`src/rtl/fir_pkg.sv`:
```
// Shared definitions for the FIR output re-quantiser: frame FSM encoding,
// output range limits and the round-half-up arithmetic shift helper.
package fir_pkg;

    // Frame tracking states
    typedef enum logic [1:0] {
        S_IDLE  = 2'd0,
        S_RUN   = 2'd1,
        S_FLUSH = 2'd2
    } state_t;

    // Internal arithmetic width: one guard bit above the 32-bit input so the
    // rounding bias can never overflow.
    localparam int ACC_W = 33;

    // Clamp limits for the default 16-bit output
    localparam int                      OUT_W_DEFAULT   = 16;
    localparam logic signed [ACC_W-1:0] OUT_MAX_DEFAULT = 33'sd32767;
    localparam logic signed [ACC_W-1:0] OUT_MIN_DEFAULT = -33'sd32768;

    // Largest signed value representable in w bits
    function automatic logic signed [ACC_W-1:0] out_max(input int unsigned w);
        logic signed [ACC_W-1:0] one;
        one = 1;
        return (one <<< (w - 1)) - one;
    endfunction

    // Smallest signed value representable in w bits
    function automatic logic signed [ACC_W-1:0] out_min(input int unsigned w);
        logic signed [ACC_W-1:0] one;
        one = 1;
        return -(one <<< (w - 1));
    endfunction

    // Arithmetic right shift with round-half-up; shift of zero passes through
    function automatic logic signed [ACC_W-1:0] round_shift(
        input logic signed [ACC_W-1:0] x,
        input logic        [7:0]       sh
    );
        logic signed [ACC_W-1:0] one;
        logic signed [ACC_W-1:0] bias;
        logic signed [ACC_W-1:0] sum;
        one  = 1;
        bias = '0;
        if (sh != 8'd0) begin
            bias = one <<< (sh - 8'd1);
        end
        sum = x + bias;
        return sum >>> sh;
    endfunction

endpackage

```
`src/rtl/fir_sync_fifo.sv`:
```
// Synchronous FIFO with a registered head. Entries live in an inferred RAM
// array; the head register is refilled from the array one cycle after a
// write, so a word written into an empty FIFO is visible two edges after it
// was presented. count includes the word held in the head register.
module fir_sync_fifo #(
    parameter int pWIDTH = 17,
    parameter int pDEPTH = 4
) (
    input  logic                      clk,
    input  logic                      srst,
    input  logic                      push,
    input  logic [pWIDTH-1:0]         din,
    input  logic                      pop,
    output logic [pWIDTH-1:0]         dout,
    output logic                      valid,
    output logic [$clog2(pDEPTH):0]   count,
    output logic                      empty,
    output logic                      full
);

    localparam int AW = $clog2(pDEPTH);
    localparam int CW = AW + 1;

    logic [pWIDTH-1:0] mem_q [pDEPTH];
    logic [AW-1:0]     wr_ptr_q;
    logic [AW-1:0]     rd_ptr_q;
    logic [CW-1:0]     mem_cnt_q;
    logic [CW-1:0]     mem_cnt_d;
    logic              head_valid_q;
    logic              head_valid_d;
    logic [pWIDTH-1:0] head_q;
    logic              load_head;

    // Refill the head whenever it is empty or being consumed this cycle
    assign load_head = (mem_cnt_q != '0) && (!head_valid_q || pop);

    // Next-state for the array occupancy and head flag
    always_comb begin
        mem_cnt_d    = mem_cnt_q + CW'(push) - CW'(load_head);
        head_valid_d = head_valid_q;
        if (load_head) begin
            head_valid_d = 1'b1;
        end else if (pop) begin
            head_valid_d = 1'b0;
        end
    end

    // RAM write port (no reset so it maps onto block/distributed RAM)
    always_ff @(posedge clk) begin
        if (push) begin
            mem_q[wr_ptr_q] <= din;
        end
    end

    // Pointers, occupancy and the registered head read
    always_ff @(posedge clk) begin
        if (srst) begin
            wr_ptr_q     <= '0;
            rd_ptr_q     <= '0;
            mem_cnt_q    <= '0;
            head_valid_q <= 1'b0;
            head_q       <= '0;
        end else begin
            if (push) begin
                wr_ptr_q <= wr_ptr_q + AW'(1);
            end
            if (load_head) begin
                head_q   <= mem_q[rd_ptr_q];
                rd_ptr_q <= rd_ptr_q + AW'(1);
            end
            mem_cnt_q    <= mem_cnt_d;
            head_valid_q <= head_valid_d;
        end
    end

    assign dout  = head_q;
    assign valid = head_valid_q;
    assign count = mem_cnt_q + CW'(head_valid_q);
    assign empty = (count == '0);
    assign full  = (count >= CW'(pDEPTH));

endmodule

```
`src/rtl/fir_out_requant.sv`:
```
// Output re-quantiser for the FIR core. Each accepted 32-bit sample is
// rounded (half-up) by a per-frame right shift, optionally clamped to the
// output range, staged for one cycle and pushed into a small FIFO that feeds
// the outgoing AXI-Stream. A frame FSM captures the configuration on the
// first beat, blocks input while the frame drains and reports per-frame beat
// and clamp counts.
module fir_out_requant
    import fir_pkg::*;
#(
    parameter int pDATA_WIDTH  = 32,
    parameter int pOUT_WIDTH   = 16,
    parameter int pFIFO_DEPTH  = 4,
    parameter int pSHIFT_WIDTH = 5
) (
    input  logic                    axis_clk,
    input  logic                    axis_rst,
    input  logic [pSHIFT_WIDTH-1:0] cfg_shift,
    input  logic                    cfg_sat_en,
    input  logic                    s_tvalid,
    input  logic [pDATA_WIDTH-1:0]  s_tdata,
    input  logic                    s_tlast,
    output logic                    s_tready,
    output logic                    m_tvalid,
    output logic [pOUT_WIDTH-1:0]   m_tdata,
    output logic                    m_tlast,
    input  logic                    m_tready,
    output logic                    busy,
    output logic                    frame_done,
    output logic [15:0]             frame_beats,
    output logic [15:0]             sat_cnt
);

    localparam int CW = $clog2(pFIFO_DEPTH) + 1;
    localparam logic signed [ACC_W-1:0] OUT_MAX = out_max(pOUT_WIDTH);
    localparam logic signed [ACC_W-1:0] OUT_MIN = out_min(pOUT_WIDTH);

    // Frame FSM and captured configuration
    state_t                  state_q;
    logic [pSHIFT_WIDTH-1:0] cfg_shift_q;
    logic                    cfg_sat_en_q;

    // Working and reported counters
    logic [15:0] beat_work_q;
    logic [15:0] sat_work_q;
    logic [15:0] frame_beats_q;
    logic [15:0] sat_cnt_q;
    logic        frame_done_q;

    // One-deep stage between the arithmetic and the FIFO
    logic                  stage_valid_q;
    logic [pOUT_WIDTH-1:0] stage_data_q;
    logic                  stage_last_q;
    logic                  stage_sat_q;

    // FIFO interface
    logic [pOUT_WIDTH:0]   fifo_dout;
    logic                  fifo_valid;
    logic [CW-1:0]         fifo_count;
    logic                  fifo_empty;
    logic                  fifo_full;

    // Handshake and arithmetic nets
    logic                    credit_ok;
    logic                    accept;
    logic                    pop;
    logic                    drain_done;
    logic [pSHIFT_WIDTH-1:0] shift_eff;
    logic                    sat_en_eff;
    logic signed [ACC_W-1:0] rounded;
    logic [pOUT_WIDTH-1:0]   req_data;
    logic                    req_sat;

    // Credit check: stage plus FIFO occupancy must leave room for one more
    assign credit_ok  = ((fifo_count + CW'(stage_valid_q)) < CW'(pFIFO_DEPTH)) && !fifo_full;
    assign s_tready   = !axis_rst && (state_q != S_FLUSH) && credit_ok;
    assign accept     = s_tvalid && s_tready;
    assign pop        = fifo_valid && m_tready;
    assign drain_done = (state_q == S_FLUSH) && fifo_empty && !stage_valid_q && !pop;

    // The first beat of a frame uses the live configuration; later beats use
    // the copy captured on that first beat.
    assign shift_eff  = (state_q == S_IDLE) ? cfg_shift  : cfg_shift_q;
    assign sat_en_eff = (state_q == S_IDLE) ? cfg_sat_en : cfg_sat_en_q;
    assign rounded    = round_shift(ACC_W'(signed'(s_tdata)), 8'(shift_eff));

    // Clamp or truncate the rounded value to the output width
    always_comb begin
        req_data = rounded[pOUT_WIDTH-1:0];
        req_sat  = 1'b0;
        if (sat_en_eff) begin
            if (rounded > OUT_MAX) begin
                req_data = OUT_MAX[pOUT_WIDTH-1:0];
                req_sat  = 1'b1;
            end else if (rounded < OUT_MIN) begin
                req_data = OUT_MIN[pOUT_WIDTH-1:0];
                req_sat  = 1'b1;
            end
        end
    end

    // Stage register: holds the converted beat for exactly one cycle
    always_ff @(posedge axis_clk) begin
        if (axis_rst) begin
            stage_valid_q <= 1'b0;
            stage_data_q  <= '0;
            stage_last_q  <= 1'b0;
            stage_sat_q   <= 1'b0;
        end else begin
            stage_valid_q <= accept;
            if (accept) begin
                stage_data_q <= req_data;
                stage_last_q <= s_tlast;
                stage_sat_q  <= req_sat;
            end
        end
    end

    // Frame FSM with configuration capture and per-frame statistics
    always_ff @(posedge axis_clk) begin
        if (axis_rst) begin
            state_q       <= S_IDLE;
            cfg_shift_q   <= '0;
            cfg_sat_en_q  <= 1'b0;
            beat_work_q   <= '0;
            sat_work_q    <= '0;
            frame_beats_q <= '0;
            sat_cnt_q     <= '0;
            frame_done_q  <= 1'b0;
        end else begin
            frame_done_q <= 1'b0;
            // Clamp events are counted as the flagged beat leaves the stage
            if (stage_valid_q && stage_sat_q && (sat_work_q != 16'hFFFF)) begin
                sat_work_q <= sat_work_q + 16'd1;
            end
            case (state_q)
                S_IDLE: begin
                    if (accept) begin
                        cfg_shift_q  <= cfg_shift;
                        cfg_sat_en_q <= cfg_sat_en;
                        beat_work_q  <= 16'd1;
                        sat_work_q   <= '0;
                        state_q      <= s_tlast ? S_FLUSH : S_RUN;
                    end
                end
                S_RUN: begin
                    if (accept) begin
                        if (beat_work_q != 16'hFFFF) begin
                            beat_work_q <= beat_work_q + 16'd1;
                        end
                        if (s_tlast) begin
                            state_q <= S_FLUSH;
                        end
                    end
                end
                S_FLUSH: begin
                    if (drain_done) begin
                        state_q       <= S_IDLE;
                        frame_done_q  <= 1'b1;
                        frame_beats_q <= beat_work_q;
                        sat_cnt_q     <= sat_work_q;
                    end
                end
                default: begin
                    state_q <= S_IDLE;
                end
            endcase
        end
    end

    fir_sync_fifo #(
        .pWIDTH (pOUT_WIDTH + 1),
        .pDEPTH (pFIFO_DEPTH)
    ) u_fifo (
        .clk   (axis_clk),
        .srst  (axis_rst),
        .push  (stage_valid_q),
        .din   ({stage_last_q, stage_data_q}),
        .pop   (pop),
        .dout  (fifo_dout),
        .valid (fifo_valid),
        .count (fifo_count),
        .empty (fifo_empty),
        .full  (fifo_full)
    );

    assign m_tvalid    = fifo_valid;
    assign m_tdata     = fifo_dout[pOUT_WIDTH-1:0];
    assign m_tlast     = fifo_dout[pOUT_WIDTH];
    assign busy        = (state_q != S_IDLE);
    assign frame_done  = frame_done_q;
    assign frame_beats = frame_beats_q;
    assign sat_cnt     = sat_cnt_q;

endmodule

```
`config.mk`:
```
export PLATFORM = sky130hd
export DESIGN_NAME = fir_out_requant
export DESIGN_NICKNAME = d
export VERILOG_FILES = /design/src/rtl/fir_pkg.sv /design/src/rtl/fir_sync_fifo.sv /design/src/rtl/fir_out_requant.sv
export SDC_FILE = /design/constraint.sdc
export NUM_CORES = 1
export LEC_CHECK = 0
export ABC_AREA = 1
export BUFFER_PORTS_ARGS = -buffer_cell sky130_fd_sc_hd__buf_2
export CAP_MARGIN = 20
export CORE_AREA = 2 2 166 168
export CTS_CLUSTER_SIZE = 16
export DETAILED_ROUTE_END_ITERATION = 6
export DIE_AREA = 0 0 168 170
export PLACE_DENSITY = 0.68
export SLEW_MARGIN = 25
export SYNTH_ARGS = -nofsm -noshare
export SYNTH_HDL_FRONTEND = slang
export SYNTH_HIERARCHICAL = 1
export SYNTH_SLANG_ARGS = --single-unit
```
`constraint.sdc`:
```
create_clock -name axis_clk -period 6.49 [get_ports axis_clk]
set_input_delay 0.649 -clock axis_clk [delete_from_list [all_inputs] [get_ports axis_clk]]
set_output_delay 0.649 -clock axis_clk [all_outputs]
set_load 0.01 [all_outputs]
```
Word level (Yosys, flattened, before mapping)
Memories as Yosys holds them, arrays and structs flattened. A register that Yosys moved wholly into a read port is not among the register bits.
Index checks and enable logic that the tools add are counted.
{"block": "word_totals", "mem_bits_rw": 68, "n_memories": 1, "wordCells": 100, "ff_bits": 100}
{"block": "op_classes", "mux": 27, "n_reduce_logical": 29, "n_addsub": 10, "n_shift": 2, "eq_ne": 10, "magnitude_cmp": 4, "bitwise_logic": 1}
{"memory": "u_fifo.mem_q", "depth": 4, "word_bits": 17, "rd": 1, "rd_ports_with_merged_regs": 1, "wr": 1, "line_no": "fir_sync_fifo.sv:24", "source": "logic [pWIDTH-1:0] mem_q [pDEPTH];"}
{"cell": "two-way mux 16 bit", "count": 9}
{"cell": "adder 32 x 33 -> 33 bit", "count": 1}
{"cell": "greater-than comparator 33 x 16 -> 1 bit, second input constant", "count": 1}
{"cell": "< comparator 33 x 16 -> 1 bit, second input constant", "count": 1}
{"cell": "two-way mux 33 bit", "count": 1}
{"cell": "<<< shifter 2 x 8 -> 33 bit, first input constant", "count": 1}
{"cell": ">>> shifter 33 x 5 -> 33 bit", "count": 1}
{"cell": "adder 16 x 1 -> 16 bit, second input constant", "count": 2}
{"cell": "!= test 16 bit, second input constant", "count": 2}
{"cell": "one-hot mux 16 bit (2 select lines)", "count": 1}
{"cell": "!= test 2 bit, second input constant", "count": 6}
{"cell": "logical AND 1 bit", "count": 11}
{"cell": "two-way mux 2 bit", "count": 5}
{"cell": "adder 3 x 1 -> 3 bit", "count": 3}
{"cell": "two-way mux 1 bit", "count": 9}
{"cell": "AND reduction 4 bit", "count": 2}
{"cell": "one-hot mux 2 bit (3 select lines)", "count": 1}
{"cell": "nonzero test 2 bit", "count": 3}
{"cell": "subtractor 5 x 1 -> 6 bit, second input constant", "count": 1}
{"cell": "logical NOT 1 bit", "count": 5}
{"cell": "two-way mux 5 bit", "count": 1}
{"cell": "nonzero test 5 bit", "count": 1}
{"cell": "adder 2 x 1 -> 2 bit, second input constant", "count": 2}
{"cell": "AND reduction 2 bit", "count": 2}
{"cell": "other kinds (11)", "count": 11}

Logic depth before layout (Yosys ltp)
Gate-level depths: netlist of the first run.
{"block": "depth", "word_depth": 11, "depth_mapped": 44}

Modules after synthesis
Netlist of the first run, hierarchy kept.
{"module": "fir_out_requant", "n_inst": 1, "area_each_um2": 9176.3, "seq_area_each_um2": 1841.8, "cells_each": 1664}
{"module": "fir_sync_fifo", "n_inst": 1, "area_each_um2": 4073.9, "seq_area_each_um2": 2542.4, "cells_each": 442}

Worst setup path after synthesis of the first run
OpenSTA, ideal clock, no wires.
{"block": "synth_path", "kind": "input to register", "from": "in cfg_shift[0]", "to": "reg stage_data_q[0]", "path_buffers": 3, "required_ns": 6.424, "t_arrival_ns": 4.706, "stages": 39, "setup_slack_ns": 1.718, "setup_time_ns": 0.066, "cell_sequence": "inv_1 -> nand2_1 -> o21ai_1 -> buf_4 -> buf_2 -> ha_1 -> nand3_1 -> xor2_1 -> inv_1 -> nand2_1 -> nor2_1 -> ha_1 -> fa_1 -> nand2_1 -> inv_1 -> nand2_1 -> nand2_2 -> nand2_1 -> [... 3 more ...] -> nand2_2 -> nand2_1 -> nand2_2 -> nand2_4 -> inv_2 -> nand2_1 -> nand3_1 -> nand3_1 -> nand3_1 -> nand2_1 -> nor2_1 -> nand2_1 -> nor2_1 -> nand3_1 -> a21oi_2 -> nand2_2 -> buf_6 -> a21oi_2"}
{"block": "synth_via", "elab_chain_len": 10}
{"item": "from (decl)", "line_no": "fir_out_requant.sv:17", "source": "input logic [pSHIFT_WIDTH-1:0] cfg_shift,"}
{"item": "two-way mux 5 bit *", "line_no": "fir_out_requant.sv:82", "source": "assign shift_eff = (state_q == S_IDLE) ? cfg_shift : cfg_shift_q;"}
{"item": "subtractor 5 x 1 -> 6 bit", "line_no": "fir_pkg.sv:46", "source": "bias = one <<< (sh - 8'd1);"}
{"item": "<<< shifter 2 x 8 -> 33 bit", "line_no": "fir_pkg.sv:46"}
{"item": "two-way mux 33 bit", "line_no": "fir_pkg.sv:45", "source": "if (sh != 8'd0) begin"}
{"item": "adder 32 x 33 -> 33 bit", "line_no": "fir_pkg.sv:48", "source": "sum = x + bias;"}
{"item": ">>> shifter 33 x 5 -> 33 bit *", "line_no": "fir_pkg.sv:49", "source": "return sum >>> sh;"}
{"item": "< comparator 33 x 16 -> 1 bit", "line_no": "fir_out_requant.sv:94", "source": "end else if (rounded < OUT_MIN) begin"}
{"item": "two-way mux 16 bit", "line_no": "fir_out_requant.sv:94"}
{"item": "two-way mux 16 bit", "line_no": "fir_out_requant.sv:91", "source": "if (rounded > OUT_MAX) begin"}
{"item": "two-way mux 16 bit *", "line_no": "fir_out_requant.sv:90", "source": "if (sat_en_eff) begin"}
{"item": "to (signal assigned)", "line_no": "fir_out_requant.sv:111", "source": "stage_data_q <= req_data;"}
{"item": "to (decl)", "line_no": "fir_out_requant.sv:51", "source": "logic [pOUT_WIDTH-1:0] stage_data_q;"}
Every way passes the cells marked *; elsewhere a longest branch is shown, timed or not.
A chain may end at the register's enable or synchronous reset.

Worst setup path in the final report of the first run
{"block": "layout_path", "from": "reg state_q[0]", "to": "reg stage_data_q[6]"}
{"block": "layout_via", "elab_chain_len": 11}
{"item": "from (decl)", "line_no": "fir_out_requant.sv:38", "source": "state_t state_q;"}
{"item": "from (signal assigned)", "line_no": "fir_out_requant.sv:142", "source": "state_q <= s_tlast ? S_FLUSH : S_RUN;"}
{"item": "logical NOT 2 bit", "line_no": "fir_out_requant.sv:82, fir_out_requant.sv:83"}
{"item": "two-way mux 5 bit", "line_no": "fir_out_requant.sv:82"}
{"item": "subtractor 5 x 1 -> 6 bit", "line_no": "fir_pkg.sv:46"}
{"item": "<<< shifter 2 x 8 -> 33 bit", "line_no": "fir_pkg.sv:46"}
{"item": "two-way mux 33 bit", "line_no": "fir_pkg.sv:45"}
{"item": "adder 32 x 33 -> 33 bit", "line_no": "fir_pkg.sv:48"}
{"item": ">>> shifter 33 x 5 -> 33 bit", "line_no": "fir_pkg.sv:49"}
{"item": "< comparator 33 x 16 -> 1 bit", "line_no": "fir_out_requant.sv:94"}
{"item": "two-way mux 16 bit", "line_no": "fir_out_requant.sv:94"}
{"item": "two-way mux 16 bit", "line_no": "fir_out_requant.sv:91"}
{"item": "two-way mux 16 bit", "line_no": "fir_out_requant.sv:90"}
Parallel ways exist; a longest one is shown, timed or not.

==> summary.txt, run 1 <==
Min path
  – Min-delay worst type: flip-flop to flip-flop
  – WHS Path Cells: 2

CTS
  – Postcts setup bufs: 0
  – Clock Latency Late Sink: 430 ps
  – Worst-path clk slew: 70 ps
  – Root Driver: clkbuf_16
  – Clock Sinks: 185
  – CTS Hold Bufs: 0
  – Clock buffer depth: 2
  – Cts repair resizes: 0
  – TritonCTS buffer count: 17
  – Number of H-tree levels: 4
  – CTS tree: built

Pwr
  – Clock power share: a little over a fifth
  – Design Power: 4870 uW
  – Comb power frac: 48.3%
  – Share of total power in sequential cells: 30.3%
  – Pwr Density: 335 nW/um^2
  – Net Sw Frac: around 46%
  – P_int: 2630 uW
  – P_sw: 2240 uW
  – Maximum vdd drop: 0.168 mV
  – Leakage: 0.00744 uW

Run
  – # Max-Cap Violations: 0

Final layout
  – Area grow syn2layout: 9.79%
  – Most frequent cells in the layout: 617 x nand2_1, 337 x inv_1, 329 x nand3_1
  – Commonest non-fill, non-tap cell in the layout: nand2_1
  – Finished layout cell area: roughly 15000 sq um
  – Nets: 2254
  – Layout cells sized above 1: 9.69%
  – ANT cells: 0

Global route
  – Gr busiest metal: met2
  – Largest net degree at the start of global routing: 58
  – Antenna violations before repair: 0
  – Met2 GRT Util: 44.2%
  – GR Overflow Total: 0
  – Number of global-route vias before repair: 12123
  – Global-route wire length before repair: 61500 microns
  – All-Layer GR Usage: 26.7%
  – Global routing usage on met1: 37.9%
  – Met3 Use GR: 3.07%

Setup path
  – Critical path's slowest cell: dfxtp_1
  – Max incr delay on CP: 370 ps
  – CP Class: flip-flop to flip-flop
  – CP dominant cell by count: nand2_1
  – Worst EP arrival: 6330 ps
  – R2r worst-path depth: 34
  – CP Max Fanout: 13
  – CP Capture Type: flip-flop
  – WP data required: 6840 ps
  – Startpoint Class: flip-flop

Timing
  – Fmax achieved: 167 MHz
  – Min Tclk post-route: between 5000 and 6000 ps
  – Worst slew margin: 45.8%
  – RSZ-0062 raised after global routing: false
  – Hold Fails Final Rpt: 0
  – Max Slew Vio Count: 0
  – Setup_tns: 0 ps
  – Final setup violation count: 0
  – Worst Tran Pin Value: 812 ps
  – Max Clock Skew: 14.4 ps
  – Fin crit share: 92.2%

Route
  – DRC: 0
  – 1st-pass router iterations: 6
  – Routed length per instance: 14.8 microns
  – Antenna Nets Post-Route: 0
  – Initial DRC count: between 1000 and 1500
  – Number of vias per cell: around 5.2
  – Vias: between 10000 and 15000
  – Total Routed Length: 37300 microns

Synth
  – Synth Instances: around 2100
  – Dominant synthesized flop cell: dfxtp_1
  – Syn_nets: 2195
  – Seq/Total Area, Yosys: 33.1%
  – Mapped Area: roughly 13000 sq um
  – Post-synth ARST share: 0%
  – EDFF count, synth: 68
  – Synth Area per Inst: about 6.3 sq um
  – Count of different cell masters after synthesis: 47
  – Synth Register Bits: about 190
  – Warnings from Yosys: 6

Placement
  – Placed Area: 14000 sq um
  – PortBufs: 95
  – Final HPWL DP: 28900 microns
  – GP Congestion: 0.969

Floorplan
  – Cell row count: 60
  – # IOs: 96
  – Core area: 26700 sq um
  – Die area: between 20000 and 30000 sq um
  – Die Y: 170 microns
  – Die X: 168 microns
  – Starting density of the core: 49.7%

Status
  – Status: finished clean
-- sequential cells by signal, indices dropped and copies added, names as in the netlist --
name and cells:
beat_work_q 16, cfg_sat_en_q 1, cfg_shift_q 5, frame_beats 16
frame_done 1, sat_cnt 16, sat_work_q 16, stage_data_q 16
stage_last_q 1, stage_sat_q 1, stage_valid_q 1, state_q 2
u_fifo/dout 17, u_fifo/mem_cnt_q 3, u_fifo/mem_q 68, u_fifo/rd_ptr_q 2
u_fifo/valid 1, u_fifo/wr_ptr_q 2
-- final timing paths --
path	slack (ps)	start	end
hold reg to reg	460	cfg_sat_en_q$_SDFFE_PP0P_	cfg_sat_en_q$_SDFFE_PP0P_
setup reg to reg	510	state_q[0]$_SDFFE_PP0P_	stage_data_q[6]$_SDFFE_PP0P_
hold / removal	460	cfg_sat_en_q$_SDFFE_PP0P_	cfg_sat_en_q$_SDFFE_PP0P_
setup / recovery	510	state_q[0]$_SDFFE_PP0P_	stage_data_q[6]$_SDFFE_PP0P_
-- final cells by class --
class	count	area, sq um
clock inverter	14	168
sequential	185	4380
inverter	346	1300
clock buffer	18	429
tap	341	427
multi-input combinational	1499	7210
timing repair buffer	116	633
fill	2722	12100
-- power groups by stage --
stage	clock [uW]	sequential, uW	combinational, uW
after floorplan	0	1510	1740
after global placement	0	1500	2320
after detailed placement	0	1510	2310
after CTS	1060	1480	2330
after global routing	1110	1500	2660
final	1040	1480	2350
-- stage by stage --
stage	cells	util, %	setup slack (ps)	hold slack (ps)
after global placement	2487	52.3	650	435
after floorplan	2106	-	1720	423
after CTS	2519	54.6	645	460
final	2519	54.6	509	456
after global routing	2519	54.6	25.0	483
after detailed placement	2487	52.3	669	442
-- cell families (layout without fill, tap and decap cells) --
kind of cell / Yosys count / after routing / synth area share, %
and+or+nand+nor: 1231 / 1231 / 39.7
buffers and inverters: 422 / 494 / 12.7
AOI/OAI and AO/OA: 198 / 198 / 8.47
DFF: 185 / 185 / 33.1
adders and majority gates: 46 / 46 / 4.46
xor gates and xnor gates: 24 / 24 / 1.59
-- cells in the mapped netlist (3+ instances only) --
cell	number	share of area [%]
clkbuf_1	31	0.88
xnor2_1	7	0.46
a21oi_2	13	0.86
nand3_2	7	0.53
dfxtp_1	117	18
inv_2	5	0.14
nand3_1	329	12
o211ai_1	5	0.28
nor2_1	209	5.9
a211oi_1	6	0.34
inv_1	338	9.6
buf_4	7	0.40
buf_2	31	1.2
nand2_1	617	17
o21ai_2	4	0.26
nor2_2	7	0.33
nand4_1	8	0.38
o21ai_0	77	2.9
buf_6	5	0.42
ha_1	44	4.2
a31oi_1	15	0.71
a21oi_1	68	2.6
nand2_2	16	0.76
edfxtp_1	68	15
or2_2	3	0.14
o21ai_1	3	0.11
xor2_1	17	1.1
nor3_1	17	0.64
nor4_1	7	0.33
-- routing by layer --
layer / part of all wire (%) / up-vias / wire [microns]
met5: 0 / - / 0
met4: 1.2 / 0 / 459
met3: 5.3 / 33 / 1960
met2: 45 / 381 / 16800
met1: 49 / 5938 / 18100
li1: - / 6802 / -
-- critical path, delay by kind of cell, from the launching register on --
kind,cells,cell delay [ps]
simple gates,24,3650
buf+inv,4,500
compound gates,4,800
flops,1,370
fa+ha+maj,2,570
(Power assumes the default switching activity.)
==> run 2: changes to the inputs <==
--- a/config.mk
+++ b/config.mk
@@ -8,11 +8,12 @@
 export ABC_AREA = 1
 export BUFFER_PORTS_ARGS = -buffer_cell sky130_fd_sc_hd__buf_2
 export CAP_MARGIN = 20
-export CORE_AREA = 2 2 166 168
+export CORE_AREA = 2 2 152 154
 export CTS_CLUSTER_SIZE = 16
 export DETAILED_ROUTE_END_ITERATION = 6
-export DIE_AREA = 0 0 168 170
-export PLACE_DENSITY = 0.68
+export DIE_AREA = 0 0 154 156
+export PLACE_DENSITY = 0.79
+export SETUP_SLACK_MARGIN = 0.4
 export SLEW_MARGIN = 25
 export SYNTH_ARGS = -nofsm -noshare
 export SYNTH_HDL_FRONTEND = slang
==> constraint.sdc (replaced) <==
create_clock -name axis_clk -period 6.49 [get_ports axis_clk]
set_input_delay 0.649 -clock axis_clk [delete_from_list [all_inputs] [get_ports axis_clk]]
set_output_delay 0.649 -clock axis_clk [all_outputs]
set_load 0.05 [all_outputs]
==> run 2 against run 1 <==
Against the previous run: final area did not move; non-clock buffer count rose by 1; final cell count fell by 2.1%; setup slack improved by 400 ps; sequential cell count did not move; worst hold slack improved by 32 ps; sequential power barely moved; highest routed layer is now met5; sequential share of layout area barely moved; maximum frequency rose by 7.1%; clock power rose by 6%.
==> summary.txt, run 2 (synthesis gave the netlist of run 1 again) <==
Setup path
  – Critical path's slowest cell: dfxtp_1
  – Startpoint Class: flip-flop
  – CP Capture Type: flip-flop
  – Max incr delay on CP: 470 ps
  – CP Max Fanout: 13
  – WP data required: 6830 ps
  – Worst EP arrival: 5930 ps
  – CP dominant cell by count: nand2_1
  – CP Class: flip-flop to flip-flop

Timing
  – Worst slew margin: a little under half
  – Fmax achieved: 179 MHz
  – Final setup violation count: 0
  – WHS: 488 ps
  – RSZ-0062 raised after global routing: false
  – Setup_tns: 0 ps
  – Fin crit share: between 80% and 90%
  – Max Slew Vio Count: 0
  – Worst Tran Pin Value: 816 ps
  – Max Clock Skew: 14.4 ps
  – Hold Fails Final Rpt: 0
  – Min Tclk post-route: around 5600 ps
  – Setup WS post-layout: 905 ps

Final layout
  – Most frequent cells in the layout: 616 x nand2_1, 336 x inv_1, 329 x nand3_1
  – ANT cells: 0
  – Max reg flops: 68
  – Nets: 2256
  – Biggest register: u_fifo/mem_q
  – Layout cells sized above 1: approximately a tenth
  – Post-Layout Cell Count: 2465
  – Commonest non-fill, non-tap cell in the layout: nand2_1
  – Area grow syn2layout: 9.79%

CTS
  – Clock buffer depth: 2
  – Number of H-tree levels: 4
  – Clock Latency Late Sink: ~440 ps
  – Clock Sinks: 185
  – Root Driver: clkbuf_16
  – Worst-path clk slew: 80 ps
  – TritonCTS buffer count: 17
  – CTS tree: built

Route
  – 1st-pass router iterations: 7
  – Routed length per instance: 14.9 microns
  – Number of vias per cell: 5.39
  – Antenna Nets Post-Route: 0
  – Total Routed Length: 36800 microns
  – Vias: approximately 13000
  – Initial DRC count: around 1300
  – DRC: 0

Floorplan
  – Die X: between 150 and 200 microns
  – Die Y: 156 microns
  – Starting density of the core: 59.2%
  – Die area: 24000 sq um
  – Core area: 22400 sq um
  – Cell row count: 55
  – # IOs: between 90 and 100

Global route
  – Antenna violations before repair: 1
  – Global-route wire length before repair: 59900 microns
  – Met3 Use GR: 6.36%
  – All-Layer GR Usage: 30.8%
  – GR Overflow Total: 0
  – Largest net degree at the start of global routing: 58
  – Global routing usage on met1: 41.9%
  – Met2 GRT Util: a little under 50%
  – Gr busiest metal: met2
  – Number of global-route vias before repair: around 12000

Pwr
  – Pwr Density: approximately 360 nW/um^2
  – Maximum vdd drop: 0.268 mV
  – Leakage: 0.00747 uW
  – Design Power: 5170 uW

Placement
  – # placed instances: 2427
  – Final HPWL DP: 27900 microns
  – GP Congestion: just under 1
  – PortBufs: 95
  – Pre-CTS setup slack: 575 ps

Status
  – Status: finished clean

Run
  – # Max-Cap Violations: 0

Min path
  – Min-delay worst type: flip-flop to flip-flop
## run 2: per-layer routing
metal | wire length [microns] | vias up
li1 | - | 6811
met2 | 16500 | 461
met3 | 2770 | 71
met5 | 10 | -
met4 | 731 | 2
met1 | 16800 | 5942
## run 2: repair_timing
action / CTS / global route
setup endpoints to repair: 0 / 16
hold buffers: 0 / 0
endpoints found under the hold margin: 0 / 0
buffers inserted: 0 / 5
resized for setup: 0 / 7
## run 2: final timing paths
kind / start / endpoint / slack, ps / cells past startpoint
hold reg to reg: cfg_sat_en_q$_SDFFE_PP0P_ / cfg_sat_en_q$_SDFFE_PP0P_ / 490 / 2
setup reg to reg: state_q[1]$_SDFFE_PP0P_ / stage_data_q[5]$_SDFFE_PP0P_ / 900 / 34
hold / removal: cfg_sat_en_q$_SDFFE_PP0P_ / cfg_sat_en_q$_SDFFE_PP0P_ / 490 / 2
setup / recovery: state_q[1]$_SDFFE_PP0P_ / stage_data_q[5]$_SDFFE_PP0P_ / 900 / 34
## run 2: metrics by stage
stage,utilization [%],area (sq um)
global placement,61.9,13800
global route,65.0,14500
detailed placement,61.9,13800
CTS,64.7,14500
finish,65.0,14500
floorplan,-,13300
## run 2: critical path: cells and delay by family (launching register included)
kind / cells / cell delay [ps]
compound gates: 4 / 820
fa+ha+maj: 2 / 640
buf+inv: 2 / 170
flops: 1 / 470
simple gates: 26 / 3390
## run 2: area by class of cell
cell class	instances	area (sq um)
fillers	2067	7820
clock inverters	15	210
flip-flops and latches	185	4390
repair buffers	117	644
well taps	285	357
inverters	346	1300
clock buffers	17	425
multi-input cells	1500	7220
## run 2: report_power, final
| part | internal (uW) | leakage, uW | switching [uW] | total [uW] |
|---|---|---|---|---|
| Clock | 540 | 0.000307 | 563 | 1100 |
| Sequential | 1370 | 0.00157 | 102 | 1480 |
| Combinational | 739 | 0.00560 | 1850 | 2590 |
| Total | 2650 | 0.00747 | 2510 | 5170 |
==> run 3: changes to the inputs <==
--- a/config.mk
+++ b/config.mk
@@ -8,14 +8,13 @@
 export ABC_AREA = 1
 export BUFFER_PORTS_ARGS = -buffer_cell sky130_fd_sc_hd__buf_2
 export CAP_MARGIN = 20
-export CORE_AREA = 2 2 152 154
+export CORE_AREA = 2 2 150 152
 export CTS_CLUSTER_SIZE = 16
 export DETAILED_ROUTE_END_ITERATION = 6
-export DIE_AREA = 0 0 154 156
+export DIE_AREA = 0 0 152 154
 export PLACE_DENSITY = 0.79
 export SETUP_SLACK_MARGIN = 0.4
 export SLEW_MARGIN = 25
 export SYNTH_ARGS = -nofsm -noshare
 export SYNTH_HDL_FRONTEND = slang
-export SYNTH_HIERARCHICAL = 1
 export SYNTH_SLANG_ARGS = --single-unit
==> run 3 against run 2 <==
Against the previous run: critical path type unchanged; final area fell by 2.3%; largest cell class unchanged; clock power barely moved; final cell count fell by 5.1%; sequential share of layout area rose by 0.70 points; sequential power barely moved; worst hold slack got worse by 46 ps; count of clock-buffer cells in the layout rose by 2; non-clock buffer count did not move.
==> summary.txt, run 3 <==
Pwr
  – P_int: 2570 uW
  – Maximum vdd drop: approximately 0.20 mV
  – Comb power frac: 47.5%
  – P_sw: 2260 uW
  – Clock power share: 22.4%
  – Share of total power in sequential cells: 30.1%
  – Leakage: between 0.006 and 0.007 uW
  – Pwr Density: approximately 340 nW/um^2
  – Net Sw Frac: 46.8%

Route
  – 1st-pass router iterations: 6
  – Routed length per instance: about 15 microns
  – DRC: 0
  – Total Routed Length: 36100 microns
  – Metal-1 WL: 16200 microns
  – Initial DRC count: 1519
  – Antenna Nets Post-Route: 0
  – WL met2: 16600 microns
  – Number of vias per cell: approximately 5.6
  – Vias: roughly 13000
  – Highest metal used: met4
  – Met3 WL: 2580 microns

Global route
  – GR Overflow Total: 0
  – Antenna violations before repair: 0
  – All-Layer GR Usage: 30.8%
  – Number of global-route vias before repair: approximately 12000
  – Global-route wire length before repair: 59000 microns
  – Largest net degree at the start of global routing: between 70 and 80

Placement
  – PortBufs: 95
  – Final HPWL DP: 27100 microns
  – Placed Area: 13500 sq um
  – # placed instances: 2302
  – GP Congestion: roughly 1.0

Floorplan
  – Cell row count: 54
  – Starting density of the core: about 59%
  – Die X: 152 microns
  – Core area: about 22000 sq um
  – Die Y: 154 microns
  – # IOs: between 90 and 100
  – Die area: roughly 23000 sq um

Synth
  – Most numerous cell in the Yosys netlist: nand2_1
  – Warnings from Yosys: 0
  – Mapped Area: between 10000 and 15000 sq um
  – Seq/Total Area, Yosys: 34.1%
  – EDFF count, synth: 68
  – Post-synth top area share: 18.2%
  – List of most frequent post-synthesis cells: 508 x nand2_1, 275 x nand3_1, 255 x inv_1
  – Syn_nets: 2073
  – Top post-synthesis cells by area: dfxtp_1 18%, edfxtp_1 16%, nand2_1 15%
  – Synth Instances: 1984
  – Synth Register Bits: 185
  – Leading area contributor after synthesis: dfxtp_1
  – Post-synth ARST share: 0%
  – Dominant synthesized flop cell: dfxtp_1
  – Synth Area per Inst: 6.49 sq um
  – Count of different cell masters after synthesis: 46

Setup path
  – CP dominant cell by count: nand2_1
  – CP Max Fanout: 44
  – Startpoint Class: flip-flop
  – Critical path's slowest cell: dfxtp_1
  – Worst EP arrival: 5920 ps
  – CP Capture Type: flip-flop
  – Max incr delay on CP: approximately 400 ps
  – WP data required: about 6900 ps
  – CP Class: flip-flop to flip-flop

Final layout
  – Final Util: 65.5%
  – Layout cells sized above 1: 11.6%
  – Biggest register: u_fifo.mem_q
  – Area grow syn2layout: 10.4%
  – Nets: 2136
  – Finished layout cell area: 14200 sq um
  – Max reg flops: 68
  – Commonest non-fill, non-tap cell in the layout: nand2_1
  – Most frequent cells in the layout: 507 x nand2_1, 275 x nand3_1, 255 x inv_1
  – Post-Layout Cell Count: 2340
  – ANT cells: 0

CTS
  – CTS tree: built
  – TritonCTS buffer count: 17
  – Root Driver: clkbuf_16
  – Clock Latency Late Sink: 440 ps
  – Worst-path clk slew: roughly 70 ps
  – Number of H-tree levels: 4
  – Clock buffer depth: 2
  – Clock Sinks: between 150 and 200

Timing
  – RSZ-0062 raised after global routing: false
  – Min Tclk post-route: about 5600 ps
  – Worst slew margin: 40.0%
  – Fmax achieved: 180 MHz
  – Worst Tran Pin Value: 898 ps
  – Hold Fails Final Rpt: 0
  – Final setup violation count: 0
  – Fin crit share: a little under nine tenths
  – Max Slew Vio Count: 0
  – Setup_tns: 0 ps
  – Max Clock Skew: 18.1 ps

Run
  – # Max-Cap Violations: 0

Min path
  – Min-delay worst type: flip-flop to flip-flop

Status
  – Status: finished clean
## run 3: changes by cell type in the layout (fill, tap and decap cells not counted), sizes merged, moves of 12 or more
cell | previous run | this run
nand2 | 635 | 534
inv | 352 | 271
nand3 | 336 | 284
o21ai | 84 | 135
a21oi | 81 | 114
nor2 | 217 | 231
nand4 | 8 | 20
## run 3: power by group through the flow
stage / logic (uW) / registers (uW) / clock network [uW]
floorplan: 1540 / 1640 / 0
global placement: 2210 / 1470 / 0
detailed placement: 2220 / 1480 / 0
CTS: 2240 / 1450 / 1090
global route: 2560 / 1470 / 1140
finish: 2290 / 1450 / 1080
## run 3: metrics by stage
step                total power, uW  hold slack [ps]  setup slack, ps
detailed placement             3700              433              789
finish                         4830              442              922
CTS                            4790              444              747
global placement               3680              430              764
global route                   5170              460              456
floorplan                      3180              423             1500
## run 3: worst max-delay path: cells and delay by family, from the launching register on
kind	cells	cell delay, ps
and+or+nand+nor	25	2860
adders and majority gates	2	740
buffers and inverters	4	680
DFF	1	400
AOI/OAI and AO/OA	4	780
## run 3: layout make-up
| cell class | instances | area (sq um) |
|---|---|---|
| clock buffers | 19 | 464 |
| clock inverters | 13 | 169 |
| fillers | 2004 | 7470 |
| inverters | 269 | 1010 |
| multi-input cells | 1457 | 7190 |
| flip-flops and latches | 185 | 4380 |
| well taps | 280 | 350 |
| repair buffers | 117 | 648 |
## run 3: cells by family (layout without fill, tap and decap cells)
group,Yosys count,count (layout),synth area share (%)
AOI/OAI and AO/OA,277,277,11.7
xor gates and xnor gates,25,25,1.70
adders and majority gates,46,46,4.59
buffers and inverters,342,418,10.3
DFF,185,185,34.1
muxes,1,1,0.0777
and+or+nand+nor,1108,1108,37.6
## run 3: what timing repair did
| action | 4_1_cts | 5_1_grt |
|---|---|---|
| gates resized for setup | 0 | 7 |
| buffers inserted | 0 | 6 |
| hold buffers | 0 | 0 |
| endpoints found under the hold margin | 0 | 0 |
| endpoints found under the setup margin | 0 | 16 |
## run 3: final timing paths
path	slack [ps]	end	cells past startpoint	from
max	920	stage_data_q[0]$_SDFFE_PP0P_	35	state_q[0]$_SDFFE_PP0P_
min	440	frame_beats[6]$_SDFFE_PP0P_	2	frame_beats[6]$_SDFFE_PP0P_
max reg2reg	920	stage_data_q[0]$_SDFFE_PP0P_	35	state_q[0]$_SDFFE_PP0P_
min reg2reg	440	frame_beats[6]$_SDFFE_PP0P_	2	frame_beats[6]$_SDFFE_PP0P_
## run 3: layer usage
layer | GRT usage, % | vias up
li1 | - | 6578
met1 | 43.2 | 5868
met2 | 49.8 | 513
met3 | 4.54 | 57
met4 | 8.37 | 0
met5 | 0 | -
